`config.mk`:
```
export PLATFORM = sky130hd
export DESIGN_NAME = controle_fechadura
export DESIGN_NICKNAME = d
export VERILOG_FILES = /design/src/rtl/fechadura_pkg.sv /design/src/rtl/controle_fechadura_temporizador.sv /design/src/rtl/controle_fechadura.sv
export SDC_FILE = /design/constraint.sdc
export NUM_CORES = 1
export LEC_CHECK = 0
export CAP_MARGIN = 30
export CORE_MARGIN = 4
export CORE_UTILIZATION = 35
export DETAILED_ROUTE_END_ITERATION = 12
export GPL_TIMING_DRIVEN = 0
export SLEW_MARGIN = 20
export SYNTH_ARGS = -nofsm -noshare
export SYNTH_HDL_FRONTEND = slang
export SYNTH_SLANG_ARGS = --single-unit
```
`constraint.sdc`:
```
create_clock -name clk -period 5.9 [get_ports clk]
set_input_delay 1.475 -clock clk [delete_from_list [all_inputs] [get_ports clk]]
set_output_delay 1.475 -clock clk [all_outputs]
set_load 0.02 [all_outputs]
```
`src/rtl/fechadura_pkg.sv`:
```
// Shared types and constants for the controle_fechadura lock controller:
// FSM state encoding, default password and the timer width helper.
package fechadura_pkg;

    typedef enum logic [1:0] {
        FECHADO  = 2'd0,
        ABERTO   = 2'd1,
        BLOQUEIO = 2'd2
    } estado_t;

    localparam logic [5:0] SENHA_INICIAL_DEF = 6'b101010;

    // Wide enough to hold max(T_ABERTO, T_BLOQUEIO) - 1; never narrower than one bit.
    function automatic int largura_timer(input int unsigned a, input int unsigned b);
        int unsigned m;
        int          w;
        m = (a > b) ? a : b;
        w = $clog2(m);
        if (w < 1) begin
            return 1;
        end else begin
            return w;
        end
    endfunction

endpackage

```
`src/rtl/controle_fechadura_temporizador.sv`:
```
// Down-counter for controle_fechadura: loads a value, counts down to zero
// and then holds at zero until the next load.
module temporizador #(
    parameter int W = 8
) (
    input  logic         clk,
    input  logic         rst_n,
    input  logic         i_load,
    input  logic [W-1:0] i_valor,
    output logic         o_zero
);

    logic [W-1:0] r_valor;

    // Countdown register: load wins, otherwise decrement and saturate at zero.
    always_ff @(posedge clk or negedge rst_n) begin
        if (!rst_n) begin
            r_valor <= '0;
        end else if (i_load) begin
            r_valor <= i_valor;
        end else if (r_valor != '0) begin
            r_valor <= r_valor - W'(1);
        end else begin
            r_valor <= r_valor;
        end
    end

    assign o_zero = (r_valor == '0);

endmodule

```
`src/rtl/controle_fechadura.sv`:
```
// Electronic lock controller: opens on a correct password, counts wrong attempts
// and locks out after MAX_TENTATIVAS. Optional macro PASSWORD_CHANGE_EN enables
// changing the stored password with a trocar_btn rising edge while open.
module controle_fechadura
    import fechadura_pkg::*;
#(
    parameter int unsigned MAX_TENTATIVAS = 3,
    parameter int unsigned T_ABERTO       = 50_000_000,
    parameter int unsigned T_BLOQUEIO     = 250_000_000,
    parameter logic [5:0]  SENHA_INICIAL  = SENHA_INICIAL_DEF
) (
    input  logic       clk,
    input  logic       rst_n,
    input  logic       senha_correta,
    input  logic       senha_errada,
    input  logic       trocar_btn,
    input  logic [5:0] senha_nova,
    output logic [5:0] senha_ref,
    output logic       aberto,
    output logic       bloqueado,
    output logic [2:0] erros
);

    localparam int TW = largura_timer(T_ABERTO, T_BLOQUEIO);

    estado_t       r_estado;
    logic          r_aberto;
    logic          r_bloqueado;
    logic [2:0]    r_erros;
    logic [3:0]    w_erros_inc;
    logic          w_limite;
    logic          w_load;
    logic [TW-1:0] w_load_valor;
    logic          w_zero;

    assign w_erros_inc = {1'b0, r_erros} + 4'd1;
    assign w_limite    = (w_erros_inc >= 4'(MAX_TENTATIVAS));

    // Timer reload: only on entry to ABERTO or BLOQUEIO; a simultaneous pair counts as wrong.
    always_comb begin
        w_load       = 1'b0;
        w_load_valor = '0;
        case (r_estado)
            FECHADO: begin
                if (senha_errada && w_limite) begin
                    w_load       = 1'b1;
                    w_load_valor = TW'(T_BLOQUEIO - 1);
                end else if (!senha_errada && senha_correta) begin
                    w_load       = 1'b1;
                    w_load_valor = TW'(T_ABERTO - 1);
                end else begin
                    w_load       = 1'b0;
                    w_load_valor = '0;
                end
            end
            default: begin
                w_load       = 1'b0;
                w_load_valor = '0;
            end
        endcase
    end

    temporizador #(
        .W(TW)
    ) u_temporizador (
        .clk     (clk),
        .rst_n   (rst_n),
        .i_load  (w_load),
        .i_valor (w_load_valor),
        .o_zero  (w_zero)
    );

    // Lock FSM with registered outputs.
    always_ff @(posedge clk or negedge rst_n) begin
        if (!rst_n) begin
            r_estado    <= FECHADO;
            r_aberto    <= 1'b0;
            r_bloqueado <= 1'b0;
            r_erros     <= 3'd0;
        end else begin
            case (r_estado)
                FECHADO: begin
                    if (senha_errada) begin
                        if (w_limite) begin
                            r_estado    <= BLOQUEIO;
                            r_bloqueado <= 1'b1;
                            r_erros     <= 3'(MAX_TENTATIVAS);
                        end else begin
                            r_erros <= w_erros_inc[2:0];
                        end
                    end else if (senha_correta) begin
                        r_estado <= ABERTO;
                        r_aberto <= 1'b1;
                        r_erros  <= 3'd0;
                    end else begin
                        r_estado <= FECHADO;
                    end
                end
                ABERTO: begin
                    if (w_zero) begin
                        r_estado <= FECHADO;
                        r_aberto <= 1'b0;
                    end else begin
                        r_estado <= ABERTO;
                    end
                end
                BLOQUEIO: begin
                    if (w_zero) begin
                        r_estado    <= FECHADO;
                        r_bloqueado <= 1'b0;
                        r_erros     <= 3'd0;
                    end else begin
                        r_estado <= BLOQUEIO;
                    end
                end
                default: begin
                    r_estado    <= FECHADO;
                    r_aberto    <= 1'b0;
                    r_bloqueado <= 1'b0;
                    r_erros     <= 3'd0;
                end
            endcase
        end
    end

    assign aberto    = r_aberto;
    assign bloqueado = r_bloqueado;
    assign erros     = r_erros;

`ifdef PASSWORD_CHANGE_EN
    logic       r_trocar_ant;
    logic [5:0] r_senha_ref;
    logic       w_borda;

    assign w_borda = trocar_btn & ~r_trocar_ant;

    // Button edge history and stored password; change accepted only while open.
    always_ff @(posedge clk or negedge rst_n) begin
        if (!rst_n) begin
            r_trocar_ant <= 1'b0;
            r_senha_ref  <= SENHA_INICIAL;
        end else begin
            r_trocar_ant <= trocar_btn;
            if (w_borda && (r_estado == ABERTO)) begin
                r_senha_ref <= senha_nova;
            end else begin
                r_senha_ref <= r_senha_ref;
            end
        end
    end

    assign senha_ref = r_senha_ref;
`else
    logic w_unused_entradas;

    assign w_unused_entradas = ^{trocar_btn, senha_nova};
    assign senha_ref         = SENHA_INICIAL;
`endif

endmodule

```
# [Word level (Yosys, flattened, before mapping)]
# Index checks and enable logic that the tools add are counted.
[op_classes] add_sub_neg=2 n_mul=0 n_div=0 n_lt_le_gt_ge=1 n_eq_ne=10 shifts=0 n_mux=26 bitwise_logic=2 n_reduce_logical=10
[ops] operator="28-bit 2-to-1 mux" n=4
[ops] operator="28-bit zero test" n=1
[ops] operator="28-bit nonzero test" n=1
[ops] operator="28-bit by 1-bit subtractor with 28-bit output, second input constant" n=1
[ops] operator="26-bit 2-to-1 mux" n=1
[ops] operator="3-bit 2-to-1 mux" n=4
[ops] operator="1-bit 2-to-1 mux" n=10
[ops] operator="3-bit case mux with 3 select lines" n=1
[ops] operator="2-bit != test, second input constant" n=4
[ops] operator="4-bit AND reduction" n=2
[ops] operator="2-bit 2-to-1 mux" n=3
[ops] operator="3-bit != test, second input constant" n=2
[ops] operator="1-bit case mux with 3 select lines" n=2
[ops] operator="2-bit case mux with 3 select lines" n=1
[ops] operator="3-bit by 1-bit adder with 4-bit output, second input constant" n=1
[ops] operator="4-bit by 2-bit greater-or-equal comparator with 1-bit output, second input constant" n=1
[ops] operator="2-bit by 1-bit != test with 1-bit output, second input constant" n=2
[ops] operator="3-bit AND reduction" n=1
[ops] operator="2-bit by 1-bit equality test with 1-bit output, second input constant" n=1
[ops] operator="2-bit equality test, second input constant" n=1
[ops] operator="1-bit logical AND" n=2
[ops] operator="2-bit zero test" n=1
[ops] operator="1-bit NOT" n=2
[ops] operator="2-bit nonzero test" n=1
[ops] operator="1-bit zero test" n=1
[totals] regBits=35 latch_bits=0 ramBits=0 mem_bits_ro=0 in_bits=11 wordCells=56 mem_count=0

# [Logic depth before layout (Yosys ltp)]
# Gate-level depths: netlist (run 1).
[depth] word_depth=6 ltp_mapped=9

# [By module]
# A second synthesis (run 1) with hierarchy kept.
[hier_totals] cells_unflattened=237 area_unflattened_um2=2187.1
[modules_own_cells] module="temporizador" n_inst=1 cells_per_inst=187 area_each_um2=1746.7 seq_area_each_um2=700.7
[modules_own_cells] module="controle_fechadura" n_inst=1 cells_per_inst=50 area_each_um2=440.4 seq_area_each_um2=175.2

# [Worst setup path before layout (run 1)]
# Ideal clock, no wire load.
[synth_path] path_kind="input to register" start="input port senha_errada" end="register u_temporizador.r_valor[18]" t_arrival_ns=2.432 required_ns=5.773 slack_ns=3.341 cell_stages=5 cell_sequence="nor2_1 nand2_1 or2_2 clkbuf_1 a311o_1"
[synth_via] elab_chain_cells=6 elab_cells_between_ends=10 cone_classes="mux (6); reduce/logical (4)"
[synth_rtl] item="from (decl)" line_no="controle_fechadura.sv:15" source="input logic senha_errada,"
[synth_rtl] item="1-bit zero test" line_no="controle_fechadura.sv:48" source="end else if (!senha_errada && senha_correta) begin"
[synth_rtl] item="1-bit logical AND" line_no="controle_fechadura.sv:48"
[synth_rtl] item="1-bit 2-to-1 mux" line_no="controle_fechadura.sv:48"
[synth_rtl] item="1-bit 2-to-1 mux" line_no="controle_fechadura.sv:45" source="if (senha_errada && w_limite) begin"
[synth_rtl] item="1-bit 2-to-1 mux" line_no="controle_fechadura.sv:43" source="case (r_estado)"
[synth_rtl] item="28-bit 2-to-1 mux or 2-bit nonzero test (tied branches)"
[synth_rtl] item="to (signal assigned)" line_no="controle_fechadura_temporizador.sv:20" source="r_valor <= i_valor;"
[synth_rtl] item="to (signal assigned)" line_no="controle_fechadura_temporizador.sv:22" source="r_valor <= r_valor - W'(1);"
[synth_rtl] item="to (signal assigned)" line_no="controle_fechadura_temporizador.sv:24" source="r_valor <= r_valor;"
[synth_rtl] item="to (decl)" line_no="controle_fechadura_temporizador.sv:13" source="logic [W-1:0] r_valor;"
# Parallel ways exist; a longest one is shown, timed or not.
# A chain may end at the register's enable or synchronous reset.

# [Worst setup path after layout (run 1)]
[layout_path] start="input port senha_errada" end="register u_temporizador.r_valor[1]"
[layout_via] elab_chain_cells=6 elab_cells_between_ends=11 cone_classes="mux (7); reduce/logical (4)"
[layout_rtl] item="1-bit zero test" line_no="controle_fechadura.sv:48"
[layout_rtl] item="1-bit logical AND" line_no="controle_fechadura.sv:48"
[layout_rtl] item="26-bit 2-to-1 mux or 1-bit 2-to-1 mux (tied branches)" line_no="controle_fechadura.sv:48"
[layout_rtl] item="28-bit 2-to-1 mux or 1-bit 2-to-1 mux (tied branches)" line_no="controle_fechadura.sv:45"
[layout_rtl] item="28-bit 2-to-1 mux or 1-bit 2-to-1 mux (tied branches)" line_no="controle_fechadura.sv:43"
[layout_rtl] item="28-bit 2-to-1 mux or 2-bit nonzero test (tied branches)"
# Parallel ways exist; a longest one is shown, timed or not.

==> results.yml, run 1 <==
run_status:
  status: "finished, final reports clean"
clock_network:
  cts.path.max_buffers: 2
  cts-root-buf: "clkbuf_8"
  clkTransAtPathRegs_ns: 0.08
  numClockSinks: 35
  clk_latency_ns: 0.30
  cts_hold_buf: 0
  post_cts_buffers: 0
  numCtsBuffers: 5
  cts_resized: 0
  cts.htree.levels: 2
  cts_tree: "built"
routing:
  detail-route-antenna-nets: 0
  routedWlPerCell_um: 16.1
  drt-total-wl_mm: 5.03
  drc: 0
  viasPerCell: 5.61
  firstDrtPassIters: 4
  vias: 1750
  first_iter_violations: 81
timing:
  final.setup_skew_ns: 0.00903
  report.final.slew_viol_count: 0
  fin_setup_tns_ns: 0
  rsz0062_at_grt: "no"
  slew_headroom: 0.510
  clock.fmax_ghz: 0.307
  period_share: 0.552
  hold_viol: 0
  tightest_slew_ns: 0.733
  setup_viol: 0
  period_minus_slack_ns: 3.26
global_route:
  overflow: 0
  track_usage: 0.151
  antenna_found_initial: 0
  grt_max_degree: 29
  grt_pass1_vias: 1733
  grt_pass1_wl_mm: 8.83
cells_and_area:
  fillers: 555
  finalNonFillerCells: 312
  utilization: 0.420
  n_antenna_cell: 0
  drive_gt1_frac: 0.108
  areaGrowthSynthToFinish_pct: 13.8
  nets: 255
worst_hold_path:
  hold_path_class: "register to register"
pwr:
  p_switching_mw: 0.114
  vdd_drop_max_mv: 0.120
  swShare: 0.246
  leakage_nw: 0.869
  powerDensity_nw_per_um2: 196
  intPower_mw: 0.349
  clockPowerShare: 0.397
  p_comb_frac: 0.055
  seqPwrFrac: 0.548
worst_setup_path:
  critPathRequiredTime_ns: 6.12
  end_kind: "register"
  worstSetupPathType: "input port to register"
  setup.worst_path.start_class: "input port"
  arrival_ns: 3.48
  critPathMaxFanout: 10
die:
  ioPinCount: 22
  start_util: 0.369
  core_um2: 5640
  std_cell_rows: 27
  die-area_um2: 7250
  die_y_um: 85.1
  die_w_um: 85.1
synth:
  synth_ff_type: "dfrtp_1"
  yosysSeqAreaShare: 0.421
  synthArstFlopShare: 1.00
  synth.avg_cell_area_um2: 9.46
  synth_cell_types: 44
  yosys_register_bits: 35
  synth_edf_count: 0
  synthCells: 220
  netlist_area_um2: 2080
  yosysWarningCount: 0
placed_design:
  dpl.hpwl_mm: 3.54
  io_buffers: 8
  dp_cells: 305
  finalWeightedCongestion: 0.814
flow_run:
  maxCapViolCount: 0
## final cells by class
class,instances,area [µm²],area share
buffer,16,105,0.0444
clock buffer,6,82.6,0.0348
inverter,6,22.5,0.00950
multi-input combinational,167,1090,0.461
timing repair buffer,9,95.1,0.0401
tap,72,90.1,0.0380
clock inverter,1,5.00,0.00211
sequential,35,876,0.370
## critical path, cell delays in order
cell             delay [ns]
clkdlybuf4s50_1        0.51
nand2_1                0.13
a211oi_1               0.43
clkbuf_1               0.44
nor2_1                 0.31
o211ai_1               0.17
## logic make-up after synthesis
group	count (synthesis)	synth area share
multiplexers	8	0.0385
AND/OR/NAND/NOR	101	0.294
other	2	0.00361
AO/OA/AOI/OAI	44	0.141
flip-flops	35	0.421
XOR/XNOR	4	0.0168
buffers and inverters	22	0.0613
adder cells (fa/ha/maj)	4	0.0240
## power by group through the flow
stage	logic, mW	registers, mW	clock network [mW]
after CTS	0.0259	0.254	0.187
after global routing	0.0293	0.255	0.196
after detailed placement	0.0258	0.258	0
after global placement	0.0242	0.258	0
after floorplan	0.0158	0.256	0
final	0.0255	0.254	0.184
## Yosys cell counts (all sizes together), types with 2 or more instances
| cell type | n | area share |
|---|---|---|
| a21oi | 8 | 0.019 |
| a31oi | 2 | 0.0060 |
| and3 | 5 | 0.015 |
| buf | 10 | 0.040 |
| clkbuf | 6 | 0.011 |
| conb | 2 | 0.0036 |
| dfrtp | 35 | 0.42 |
| ha | 4 | 0.024 |
| inv | 6 | 0.011 |
| mux2i | 8 | 0.038 |
| nand2 | 10 | 0.018 |
| nand2b | 4 | 0.012 |
| nand3 | 11 | 0.026 |
| nand4 | 5 | 0.015 |
| nor2 | 10 | 0.018 |
| nor3 | 12 | 0.029 |
| nor4 | 10 | 0.040 |
| nor4b | 3 | 0.013 |
| o211ai | 3 | 0.011 |
| o21a | 2 | 0.0072 |
| o21ai | 8 | 0.019 |
| o2bb2ai | 2 | 0.0084 |
| o31ai | 12 | 0.043 |
| or2 | 3 | 0.0090 |
| or3 | 12 | 0.036 |
| or4 | 11 | 0.043 |
| xnor2 | 3 | 0.013 |
## stage by stage
stage	setup slack (ns)	hold slack (ns)	cell area [µm²]	total power, mW
4_1_cts	2.62	0.510	2370	0.467
2_1_floorplan	3.34	0.466	2100	0.272
5_1_grt	2.45	0.552	2370	0.480
3_5_place_dp	2.32	0.492	2280	0.284
6_report	2.64	0.501	2370	0.464
3_3_place_gp	2.29	0.485	2270	0.282
## per-layer routing
metal | vias to the layer above | share of wire | global-route usage
met3 | 9 | 0.031 | 0.0330
li1 | 869 | - | -
met4 | 0 | 0.017 | 0.0446
met1 | 848 | 0.50 | 0.212
met2 | 24 | 0.45 | 0.233
met5 | - | 0 | 0
## placed cells by master (no fill, tap or decap), types with 4 or more instances in the layout
cell type,count
a21oi_1,8
and3_1,5
buf_4,8
clkbuf_1,6
clkbuf_8,6
clkdlybuf4s50_1,7
conb_1,6
dfrtp_1,35
ha_1,4
inv_1,6
mux2i_1,8
nand2_1,10
nand2b_1,4
nand3_1,11
nand4_1,5
nor2_1,10
nor3_1,12
nor4_1,8
o21ai_0,8
o31ai_1,12
or3_1,12
or4_1,9
## final timing paths
path / from / end / slack [ns] / cells after the start
worst min-delay path: u_temporizador.r_valor[1]$_DFFE_PN0P_ / u_temporizador.r_valor[1]$_DFFE_PN0P_ / 0.50 / 2
min in group asynchronous: rst_n / u_temporizador.r_valor[6]$_DFFE_PN0P_ / 1.01 / 1
worst max-delay path: senha_errada / u_temporizador.r_valor[1]$_DFFE_PN0P_ / 2.64 / 6
worst max register to register: u_temporizador.r_valor[22]$_DFFE_PN0P_ / aberto$_DFFE_PN0P_ / 3.28 / 7
max in group asynchronous: rst_n / bloqueado$_DFFE_PN0P_ / 4.47 / 2
worst min register to register: u_temporizador.r_valor[1]$_DFFE_PN0P_ / u_temporizador.r_valor[1]$_DFFE_PN0P_ / 0.50 / 2
## sequential cells by signal (all words and copies together) (netlist names)
| signal | flops |
|---|---|
| aberto | 1 |
| bloqueado | 1 |
| erros | 3 |
| r_estado | 2 |
| u_temporizador.r_valor | 28 |
(Power assumes the default switching activity.)
==> run 2, diff against run 1 <==
clock period = 2.75 ns   (was 5.9 ns; I/O delays follow)
==> results.yml, run 2 (same netlist as run 1, synthesis figures left out) <==
worst_setup_path:
  cp_top_family: "simple AND/OR/NAND/NOR gates"
  critPathMaxFanout: 10
  r2r_slack_ns: 0.13
  worstSetupPathType: "register to register"
  path_buf_inv: 2
  end_kind: "register"
  slowest_delay_ns: 0.57
  arrival_ns: 2.78
  crit_chain: "or4_4 > or4_4 > buf_6 > nor4_4 > buf_6 > o21a_1 > o22ai_1"
  critPathRequiredTime_ns: 2.91
  cp_slowest_cell: "or4_4"
  setup.worst_path.start_class: "register"
clock_network:
  numCtsBuffers: 5
  numClockSinks: 35
  cts_tree: "built"
  cts-root-buf: "clkbuf_8"
  cts.htree.levels: 2
  clk_latency_ns: 0.30
  cts_hold_buf: 0
  cts.path.max_buffers: 2
  clkTransAtPathRegs_ns: 0.08
placed_design:
  io_buffers: 8
  dp_cells: 305
  finalWeightedCongestion: 0.814
  dpl.hpwl_mm: 3.54
timing:
  final.setup_skew_ns: 0.00903
  period_minus_slack_ns: 2.62
  setup_viol: 0
  period_share: 0.952
  fin_setup_tns_ns: 0
  slew_headroom: 0.518
  hold_viol: 0
  rsz0062_at_grt: "no"
  tightest_slew_ns: 0.721
  report.final.slew_viol_count: 0
  clock.fmax_ghz: 0.382
pwr:
  p_total_mw: 0.996
  vdd_drop_max_mv: 0.257
  leakage_nw: 0.870
  powerDensity_nw_per_um2: 419
worst_hold_path:
  hold_path_class: "input port to asynchronous set/reset pin"
cells_and_area:
  n_antenna_cell: 0
  finalNonFillerCells: 312
  nets: 255
  final_common_cell: "dfrtp_1"
  layout_common_cells: "dfrtp_1 (35), or3_1 (12), o31ai_1 (12)"
  largest_reg_flops: 28
  largest_register: "u_temporizador.r_valor"
  areaGrowthSynthToFinish_pct: 14.1
  drive_gt1_frac: 0.113
global_route:
  track_usage: 0.151
  grt_max_degree: 29
  grt_pass1_vias: 1733
  overflow: 0
  antenna_found_initial: 0
  grt_pass1_wl_mm: 8.83
routing:
  viasPerCell: 5.63
  drt-total-wl_mm: 5.05
  firstDrtPassIters: 4
  vias: 1755
  detail-route-antenna-nets: 0
  first_iter_violations: 94
  routedWlPerCell_um: 16.2
  drc: 0
die:
  std_cell_rows: 27
  die-area_um2: 7250
  die_y_um: 85.1
  start_util: 0.369
  core_um2: 5640
  ioPinCount: 22
  die_w_um: 85.1
run_status:
  status: "finished, final reports clean"
flow_run:
  maxCapViolCount: 0
## run 2: cell count changes in the layout (fill, tap and decap cells not counted)
cell    previous run  this run
nor3_1            12        11
nor3_2             0         1
## run 2: worst register-to-register path: stages (launching register included)
cell	delay, ns
dfrtp_1	0.40
or4_4	0.57
or4_4	0.43
buf_6	0.15
nor4_4	0.54
buf_6	0.23
o21a_1	0.12
o22ai_1	0.06
## run 2: final timing paths
kind                       cells after the start                                   start                               endpoint
setup / recovery                               7  u_temporizador.r_valor[22]$_DFFE_PN0P_                     aberto$_DFFE_PN0P_
hold / removal                                 1                                   rst_n  u_temporizador.r_valor[6]$_DFFE_PN0P_
setup reg to reg                               7  u_temporizador.r_valor[22]$_DFFE_PN0P_                     aberto$_DFFE_PN0P_
hold reg to reg                                2   u_temporizador.r_valor[1]$_DFFE_PN0P_  u_temporizador.r_valor[1]$_DFFE_PN0P_
max in group asynchronous                      2                                   rst_n                  bloqueado$_DFFE_PN0P_
min in group clk                               2   u_temporizador.r_valor[1]$_DFFE_PN0P_  u_temporizador.r_valor[1]$_DFFE_PN0P_
## run 2: cell type report
| class | instances | area, µm² |
|---|---|---|
| Buffer | 16 | 105 |
| Multi-Input combinational cell | 167 | 1100 |
| Clock buffer | 6 | 82.6 |
| Sequential cell | 35 | 876 |
| Clock inverter | 1 | 5.00 |
| Fill cell | 554 | 3270 |
| Tap cell | 72 | 90.1 |
| Inverter | 6 | 22.5 |
| Timing Repair Buffer | 9 | 95.1 |
## run 2: repair_timing
item / in CTS / in global routing
hold endpoints to repair: 0 / 0
endpoints found under the setup margin: 0 / 2
resized for setup: 0 / 1
setup buffers: 0 / 0
## run 2: metrics by stage
stage | utilization | worst slack [ns] | hold WS, ns | instance area (µm²)
2_1_floorplan | - | 0.417 | 0.392 | 2100
3_3_place_gp | 0.402 | -0.0681 | 0.485 | 2270
3_5_place_dp | 0.405 | -0.0458 | 0.492 | 2280
4_1_cts | 0.420 | 0.124 | 0.226 | 2370
5_1_grt | 0.421 | 0.0211 | 0.237 | 2370
6_report | 0.421 | 0.132 | 0.222 | 2370
## run 2: report_power, final
| part | total [mW] | internal, mW | switching, mW |
|---|---|---|---|
| logic | 0.0547 | 0.0244 | 0.0303 |
| clock network | 0.396 | 0.197 | 0.200 |
| registers | 0.545 | 0.528 | 0.0169 |
## run 2: per-layer routing
layer,global-route usage,part of all wire,vias to the layer above
li1,-,-,868
met1,0.212,0.50,849
met2,0.233,0.45,29
met3,0.0330,0.037,9
met4,0.0446,0.017,0
met5,0,0,-
==> run 3, diff against run 2 <==
ABC_CLOCK_PERIOD_IN_PS = 2750   (was not set)
==> results of run 3 <==
Final layout, timing and power as in run 2 (identical DEF).
==> variant: new RTL, settings of run 2 <==
`T_ABERTO`: 50_000_000 -> 100_000_000.
--- a/src/rtl/controle_fechadura.sv
+++ b/src/rtl/controle_fechadura.sv
@@ -5,7 +5,7 @@
     import fechadura_pkg::*;
 #(
     parameter int unsigned MAX_TENTATIVAS = 3,
-    parameter int unsigned T_ABERTO       = 50_000_000,
+    parameter int unsigned T_ABERTO       = 100_000_000,
     parameter int unsigned T_BLOQUEIO     = 250_000_000,
     parameter logic [5:0]  SENHA_INICIAL  = SENHA_INICIAL_DEF
 ) (
Function: same outputs for any inputs over 10 cycles, from zero or initial values and one cycle with rst_n low; that may be too few to reach the edited logic, so the function may still have changed.
==> variant against run 2 <==
Wire length decreased by 8.9%; clock skew decreased by 2.4 ps; combinational power down 38%; sequential cell count is the same; setup slack better by 100 ps; synthesized cell count is 2.3% lower; first-iteration DRC count rose by 8.5%; fmax grew 4.2%; power down 3.3%; synthesized area is essentially flat; final area is 0.58% higher; clock power up 5%; largest cell class unchanged; largest power group unchanged.
==> variant: results (changes against run 2) <==
| Metric | Value |
|---|---|
| Worst Path Arrival | 2650 ps (-130 ps) |
| Count of cell types in the netlist | 52 (+18%) |
| Inserted Diodes | 0 (unchanged) |
| R2r endpoint | u_temporizador.r_valor[24] |
| Final RePlAce weighted congestion | 0.7578 (-6.9%) |
| DPL Wire Length | 3293 um (-7.1%) |
| LEAKAGE | 0.0008967 uW (+3.1%) |
| Layout cells sized above 1 | 16.53% (+5.3 points) |
| Filler cells | 559 (+0.90%) |
| TritonRoute pass-1 iters | 5 (+1) |
| Insertion delay to the later sink of the worst-skew pair | 280 ps (-20 ps) |
| Register area share after synthesis | 42.09% (about the same) |
| Outcome | completed |
| Global-route total usage across every layer | 13.64% (-1.5 points) |
| Min Hold Slack | 340.2 ps (+117.9 ps) |
| Worst Clk Skew | 6.607 ps (-2.427 ps) |
| Top post-synthesis cells by area | dfrtp_1 42%, xor2_1 3.8%, o21ai_0 3.6% |
| Net count, final | 250 (-2.0%) |
| DR vias/cell | 5.279 (-6.1%) |
| Final WS setup | 236.6 ps (+104.8 ps) |
| Reg2reg start | u_temporizador.r_valor[14] |
| Reg2Reg Depth | 6 (-1) |
| Vias in the first global route | 1600 (-7.7%) |
| DRT iter0 DRCs | 102 (+8.5%) |
| H-Tree Depth | 2 (unchanged) |
| Peak supply drop | 279.1 uV (+8.4%) |
| Slew margin rel. | 60.67% (+8.9 points) |
| First-pass GRT wire length | 7997 um (-9.4%) |
| WL per Instance | 14.93 um (-7.7%) |
| Top reg by flops | u_temporizador.r_valor |
| Post-place setup slack | -0.1419 ps (+45.68 ps) |
| Largest net degree at the start of global routing | 20 (-31%) |
| Max FFs per register | 28 (unchanged) |
| Flop2flop setup slack | 240 ps (+100 ps) |
==> variant: cell types whose count changed after synthesis, moves of 4 or more <==
cell	change
nor2_1	+9
or3_1	-9
nand2_1	+8
nor3_1	-8
xor2_1	+8
mux2i_1	-7
o21ai_0	+7
nor4_1	-6
nand4_1	-5
and3_1	-4
or4_1	-4
==> variant: how the worst max path moves through the flow <==
stage | start | endpoint | slack (ps)
finish | u_temporizador.r_valor[14] | u_temporizador.r_valor[24] | 240
global route | senha_errada | u_temporizador.r_valor[23] | 100
CTS | u_temporizador.r_valor[14] | u_temporizador.r_valor[24] | 250
detailed placement | senha_errada | u_temporizador.r_valor[15] | -0.1
global placement | senha_errada | u_temporizador.r_valor[23] | 70
floorplan | u_temporizador.r_valor[20] | u_temporizador.r_valor[3] | 530
==> variant: power by group <==
group	switching [uW]	internal, uW	total [uW]
registers	0	514	514
clock network	186	229	415
logic	20.9	12.9	33.8
==> variant: metrics by stage <==
step	util, %	std cells	area (um^2)	power, uW
after global routing	42.34	308	2389	1000
after floorplan	-	219	2096	538.6
after CTS	42.34	308	2389	978.0
after global placement	40.16	299	2266	555.0
after detailed placement	40.56	300	2288	559.1
final	42.34	308	2389	963.4
==> variant: layer usage <==
layer	GRT usage (%)	share of wire, %	vias to the layer above
met5	0	0	-
met4	4.029	1.5	0
met3	3.107	3.1	8
met2	19.77	44	22
met1	20.14	51	780
li1	-	-	816
==> variant: kinds of logic after synthesis <==
group | share of synthesized area, %
AO/OA/AOI/OAI | 18.34
flip-flops | 42.09
other | 0.3609
adder cells (fa/ha/maj) | 2.405
AND/OR/NAND/NOR | 24.72
buffers and inverters | 5.472
multiplexers | 1.563
XOR/XNOR | 5.052
==> variant: worst max-delay path: stages, from the launching register on <==
cell	delay (ps)
dfrtp_1	410
or4_4	600
nand4b_1	280
buf_2	280
or2_2	310
o21ai_0	320
o21ai_0	170
==> variant: layout make-up <==
cell class | count | area (um^2) | share of cell area [%]
tap | 72 | 90.09 | 3.772
inverter | 6 | 22.52 | 0.9429
clock buffer | 8 | 100.1 | 4.191
sequential | 35 | 875.8 | 36.67
buffer | 13 | 91.34 | 3.824
timing repair buffer | 9 | 102.6 | 4.295
multi-input combinational | 165 | 1106 | 46.31
